==> src/rtl/imem_responder.sv <==
// Instruction-memory responder: slave end of the IFU fetch handshake, one fetch in flight at a time.
// Latency: LATENCY+1 cycles request-to-response for aligned fetches, 1 cycle for misaligned ones.
// Backpressure: response held in RESP while ifu_rsp_ready=0; ifu_req_ready and mem_rd_en stay low meanwhile.
module imem_responder #(
    parameter int unsigned LATENCY    = 1,
    parameter int unsigned PC_SIZE    = 32,
    parameter int unsigned INSTR_SIZE = 32
) (
    input  logic                  clk,
    input  logic                  rst,
    input  logic                  ifu_req_valid,
    output logic                  ifu_req_ready,
    input  logic [PC_SIZE-1:0]    ifu_req_pc,
    output logic                  ifu_rsp_valid,
    input  logic                  ifu_rsp_ready,
    output logic [INSTR_SIZE-1:0] ifu_rsp_instr,
    output logic                  ifu_rsp_err,
    output logic                  mem_rd_en,
    output logic [PC_SIZE-1:0]    mem_rd_addr,
    input  logic [INSTR_SIZE-1:0] mem_rd_data
);
    typedef enum logic [1:0] {IDLE, WAIT, READ, RESP} state_t;

    // Dispatch lands in WAIT only for LATENCY>=2; WAIT then READ accounts for the last two cycles.
    localparam logic [3:0]         WAIT_INIT  = 4'((LATENCY >= 2) ? LATENCY - 2 : 0);
    localparam logic [PC_SIZE-1:0] ALIGN_MASK = {{(PC_SIZE-2){1'b1}}, 2'b00};

    state_t                  state_q, state_d;
    logic [3:0]              cnt_q, cnt_d;
    logic [PC_SIZE-1:0]      pc_q, pc_d;
    logic [INSTR_SIZE-1:0]   instr_q, instr_d;
    logic                    err_q, err_d;
    logic                    req_fire, rsp_fire, dispatch;
    logic                    rd_en;
    logic [PC_SIZE-1:0]      rd_addr;

    assign ifu_req_ready = !rst && (state_q == IDLE || (state_q == RESP && ifu_rsp_ready));
    assign ifu_rsp_valid = !rst && (state_q == RESP);
    assign ifu_rsp_instr = instr_q;
    assign ifu_rsp_err   = err_q;
    assign req_fire      = ifu_req_valid & ifu_req_ready;
    assign rsp_fire      = ifu_rsp_valid & ifu_rsp_ready;
    assign mem_rd_en     = rd_en & !rst;
    assign mem_rd_addr   = rd_addr & ALIGN_MASK;

    always_comb begin
        state_d  = state_q;
        cnt_d    = cnt_q;
        pc_d     = pc_q;
        instr_d  = instr_q;
        err_d    = err_q;
        rd_en    = 1'b0;
        rd_addr  = pc_q;
        dispatch = 1'b0;

        case (state_q)
            IDLE: dispatch = req_fire;
            WAIT: begin
                if (cnt_q == 4'd0) state_d = READ;
                else               cnt_d   = cnt_q - 4'd1;
            end
            READ: begin
                rd_en   = 1'b1;
                instr_d = mem_rd_data;
                err_d   = 1'b0;
                state_d = RESP;
            end
            RESP: begin
                if (rsp_fire) begin
                    state_d  = IDLE;
                    dispatch = req_fire;
                end
            end
            default: state_d = IDLE;
        endcase

        // Shared by IDLE and the back-to-back RESP path so both dispatch identically.
        if (dispatch) begin
            pc_d = ifu_req_pc;
            if (ifu_req_pc[1:0] != 2'b00) begin
                instr_d = '0;
                err_d   = 1'b1;
                state_d = RESP;
            end else if (LATENCY == 0) begin
                rd_en   = 1'b1;
                rd_addr = ifu_req_pc;
                instr_d = mem_rd_data;
                err_d   = 1'b0;
                state_d = RESP;
            end else if (LATENCY == 1) begin
                state_d = READ;
            end else begin
                state_d = WAIT;
                cnt_d   = WAIT_INIT;
            end
        end
    end

    always_ff @(posedge clk) begin
        if (rst) begin
            state_q <= IDLE;
            cnt_q   <= 4'd0;
            pc_q    <= '0;
            instr_q <= '0;
            err_q   <= 1'b0;
        end else begin
            state_q <= state_d;
            cnt_q   <= cnt_d;
            pc_q    <= pc_d;
            instr_q <= instr_d;
            err_q   <= err_d;
        end
    end
endmodule
==> config.mk <==
export PLATFORM = sky130hd
export DESIGN_NAME = imem_responder
export DESIGN_NICKNAME = d
export VERILOG_FILES = /design/src/rtl/imem_responder.sv
export SDC_FILE = /design/constraint.sdc
export NUM_CORES = 1
export LEC_CHECK = 0
export ABC_AREA = 0
export CAP_MARGIN = 40
export CORE_MARGIN = 2
export CORE_UTILIZATION = 25
export CTS_CLUSTER_SIZE = 12
export DETAILED_ROUTE_END_ITERATION = 8
export PLACE_DENSITY_LB_ADDON = 0.1
export SLEW_MARGIN = 5
export SYNTH_ARGS = -nofsm -noshare
export SYNTH_HDL_FRONTEND = slang
export SYNTH_SLANG_ARGS = --single-unit
==> constraint.sdc <==
create_clock -name clk -period 4.75 [get_ports clk]
set_clock_uncertainty 0.15 [all_clocks]
set_input_delay 0.95 -clock clk [delete_from_list [all_inputs] [get_ports clk]]
set_output_delay 0.95 -clock clk [all_outputs]
set_load 0.03 [all_outputs]
After elaboration in Yosys (flattened, before gate mapping):

Index checks and enable logic that the tools add are counted.

* memory bits (read-only): 0
* memories kept: 0
* output and inout bits: 68
* memory bits (writable): 0
* word-level logic and storage cells: 40
* latch bits: 0
* bits in registers: 71

* multiplexer cells: 14
* order comparisons: 0
* shift-type cells: 0
* $add $sub $neg: 1
* div/mod/pow operators: 0
* equality and inequality tests: 5
* multiply operators: 0
* bitwise operators: 4
* reduce and logical (&&, ||, !) cells: 11

Operator list (number)
* $mux 32: 3
* $mux 1: 6
* $mux 2: 3
* $ne 3x3->1 const B: 2
* $pmux 2 s3: 1
* $eq 2x2->1 const B: 2
* $logic_not 4->1: 1
* $reduce_bool 4->1: 1
* $sub 4x1->4 const B: 1
* $and 1x1->1: 3
* $logic_and 1x1->1: 3
* $reduce_and 3->1: 1
* $eq 2x1->1 const B: 1
* $logic_not 2->1: 1
* $pmux 1 s2: 1
* $reduce_and 2->1: 1
* $reduce_bool 2->1: 1
* $logic_not 1->1: 1
* $logic_or 1x1->1: 1
* $not 1->1: 1

Logic depth before layout (Yosys ltp):

* depth in word-level cells: 9
* mapped depth: 8
* mapped depth without buffers: 6

Worst setup path after synthesis:

Ideal clock, no wire load.

* path kind: input -> output
* from: input rst
* to: output ifu_rsp_valid
* arrival time: 1.739 ns
* required time: 3.650 ns
* setup slack: 1.911 ns
* path buffers: 2
* stages on the path: 3
* path through: buf_2 clkbuf_1 nor2b_1

* word-level cells in the longest chain between the ends: 2

RTL lines
* start, declared: RTL line 10 `input logic rst,`
* $logic_not 1->1: RTL line 38 `assign ifu_rsp_valid = !rst && (state_q == RESP);`
* $logic_and 1x1->1: RTL line 38
* end, declared: RTL line 14 `output logic ifu_rsp_valid,`

No other way between the ends.

Final worst setup path:

* from: input ifu_rsp_ready
* to: output ifu_req_ready

* word-level cells in the longest chain between the ends: 3

RTL lines
* start, declared: RTL line 15 `input logic ifu_rsp_ready,`
* $logic_and 1x1->1: RTL line 37 `assign ifu_req_ready = !rst && (state_q == IDLE || (state_q == RESP && ifu_rsp_ready));`
* $logic_or 1x1->1: RTL line 37
* $logic_and 1x1->1: RTL line 37
* end, declared: RTL line 12 `output logic ifu_req_ready,`

No other way between the ends.

==> results.sh <==
export IMPL_status="finished, final reports clean"
export IMPL_netlist_area_um2=2629
export IMPL_maxCapViolCount=0
export IMPL_cts_tree="done"
export IMPL_rows=37
export IMPL_yosysMostFrequentCell="dfxtp_1"
export IMPL_fillers=1049
export IMPL_core_um2=10280
export IMPL_path_clk_slew_ns=0.07
export IMPL_worst_slew_pin_slew_ns=0.7655
export IMPL_fin_crit_sh_pct=73.81
export IMPL_firstDrtPassIters=4
export IMPL_fp_dieArea_um2=11350
export IMPL_drive_gt1_share_pct=5.701
export IMPL_pwr_density_cell_nw_per_um2=499.8
export IMPL_synthFlopType="dfxtp_1"
export IMPL_cts_buffer_depth=2
export IMPL_cts_inserted_buffers=9
export IMPL_area_delta_synth_final_pct=62.02
export IMPL_synth_top_area_share_pct=52.55
export IMPL_netlist_top_cells_count="dfxtp_1, nand2_1, nor2_1"
export IMPL_async_reset_ff_share_pct=0
export IMPL_final_util_pct=41.44
export IMPL_initial_core_util_pct=25.58
export IMPL_ys_warnings_count=0
export IMPL_cts_sinks=69
export IMPL_ys_ff_latch=69
export IMPL_max_vdd_ir_drop_v=0.0002426
export IMPL_vias_per_cell=4.145
export IMPL_io_pins=136
export IMPL_finalSetupTns_ns=0
export IMPL_leakagePower_nw=1.537
export IMPL_grt_pass1_wl_mm=11.14
export IMPL_dr_total_vias=2309
export IMPL_regArea_um2=1381
export IMPL_finalNetCount=489
export IMPL_setup_violations=0
export IMPL_min_period_ns=3.506
export IMPL_worstPathRequired_ns=3.65
export IMPL_post_cts_resized=0
export IMPL_drt_total_wl_mm=6.913
export IMPL_final_instance_count_excl_fill=557
export IMPL_synth_distinct_cells=30
export IMPL_netlist_instances=288
export IMPL_hold_path_class="flop to flop"
export IMPL_finalHoldViolCount=0
export IMPL_ctsHtreeMaxLevel=3
export IMPL_die_y_um=106.5
export IMPL_rsz0062_at_grt="no"
export IMPL_cp_arrival_ns=2.41
export IMPL_multi_input_area_um2=1132
export IMPL_ant_nets=0
export IMPL_track_usage_pct=12.43
export IMPL_post_cts_setup_buffers=0
export IMPL_critical_path_class="input pin to primary output"
export IMPL_overflow=0
export IMPL_numPlacedInstances=541
export IMPL_postPlaceCellArea_um2=4060
export IMPL_synth_area_leaders="dfxtp_1, mux2i_1, nand2_1"
export IMPL_drt_first_iter_violations=67
export IMPL_clock_latency_ns=0.34
export IMPL_cts_root_buf="clkbuf_8"
export IMPL_wire_per_inst_um=12.41
export IMPL_cp_end_kind="primary output"
export IMPL_worstPathMaxFanout=3
export IMPL_dp_hpwl_mm=4.784
export IMPL_drc=0
export IMPL_io_buffer_count=133
export IMPL_holdBufCountCts=0
export IMPL_antenna_found_initial=0
export IMPL_yosys_area_top_type="dfxtp_1"
export IMPL_synth_edff_count=0
export IMPL_final_area_um2=4259
export IMPL_slew_headroom_pct=48.83
export IMPL_slew_violations=0
export IMPL_fp_dieW_um=106.5
export IMPL_place_congestion=0.7154
export IMPL_seq_area_frac_synth_pct=52.55
export IMPL_antenna_cells=0
export IMPL_grt_pass1_vias=2387
export IMPL_startpoint_type="input pin"
export IMPL_grt_max_degree=38
export IMPL_syn_area_per_cell_um2=9.128
export IMPL_max_freq_ghz=0.2852
[cells in the final DEF (no fill, tap or decap), drive strengths merged]
cell type / netlist / final
mux2i: 33 / 33
buf: 13 / 4
clkinvlp: 0 / 3
a22oi: 1 / 1
inv: 4 / 5
nand3: 2 / 2
o21ai: 1 / 1
bufinv: 0 / 1
clkbuf: 8 / 9
and2: 1 / 1
or3b: 1 / 1
nor4b: 1 / 1
nor2b: 2 / 2
nand3b: 1 / 1
xor2: 2 / 2
a21o: 2 / 2
a21oi: 33 / 33
or4b: 1 / 1
clkinv: 0 / 2
xnor2: 1 / 1
ha: 5 / 5
nand2: 61 / 61
dfxtp: 69 / 69
o21bai: 1 / 1
conb: 1 / 2
nand2b: 2 / 2
clkdlybuf4s50: 0 / 133
nor3: 1 / 1
a311oi: 1 / 1
a211oi: 2 / 2
nor2: 38 / 38
[cell type report]
cell class              instances  share of cell area (%)
flip-flops and latches         69                   32.43
repair buffers                137                   31.96
multi-input cells             195                   26.59
well taps                     136                   3.995
clock buffers                   9                   2.908
clock inverters                 7                   1.763
inverters                       4                  0.3525
[sequential cells by signal (all words and copies together), names as in the netlist]
register       count
ifu_rsp_instr     32
pc_q              30
cnt_q              4
state_q            2
ifu_rsp_err        1
[kinds of logic (layout without fill, tap and decap cells)]
group	after synthesis	count (layout)	share of synthesized area [%]
buffers and inverters	25	157	4.949
DFF	69	69	52.55
other	1	2	0.1427
AOI/OAI and AO/OA	41	41	8.948
muxes	33	33	12.57
xor gates and xnor gates	3	3	0.9997
adders and majority gates	5	5	2.380
and+or+nand+nor	111	111	17.47
[critical path, stage by stage]
cell and delay (ns):
clkdlybuf4s50_1 0.44, a21oi_1 0.35, nor2_1 0.07, clkdlybuf4s50_1 0.60
[metal layers]
layer / vias to the layer above / global-route usage, % / share of wire [%] / wire [µm]
li1: 1187 / - / - / -
met4: 0 / 5.009 / 1.2 / 85
met5: - / 0 / 0 / 0
met1: 1022 / 13.94 / 43 / 2948
met2: 94 / 20.01 / 46 / 3156
met3: 6 / 6.315 / 10 / 723
[power breakdown]
part / leakage (nW) / internal, mW / switching (mW) / total (mW)
sequential: 0.562 / 0.688 / 0.0582 / 0.746
clock: 0.0918 / 0.244 / 0.234 / 0.478
combinational: 0.884 / 0.396 / 0.509 / 0.905
[path summary, 6_finish.rpt]
kind,start,endpoint,slack [ns],depth (start not counted)
min,pc_q[19]$_SDFFE_PP0P_,pc_q[19]$_SDFFE_PP0P_,0.31,2
max,ifu_rsp_ready,ifu_req_ready,1.24,4
min reg2reg,pc_q[19]$_SDFFE_PP0P_,pc_q[19]$_SDFFE_PP0P_,0.31,2
max reg2reg,state_q[1]$_SDFFE_PP0P_,ifu_rsp_instr[5]$_SDFF_PP0_,2.04,6
[through the flow]
stage	hold slack, ns	setup WS (ns)	power, mW
finish	0.3062	1.244	2.129
global placement	0.2919	1.246	1.677
floorplan	0.3221	1.911	1.335
CTS	0.3116	1.238	2.178
global route	0.3272	1.145	2.272
detailed placement	0.2994	1.221	1.678
Power figures use the tool's default switching activity.
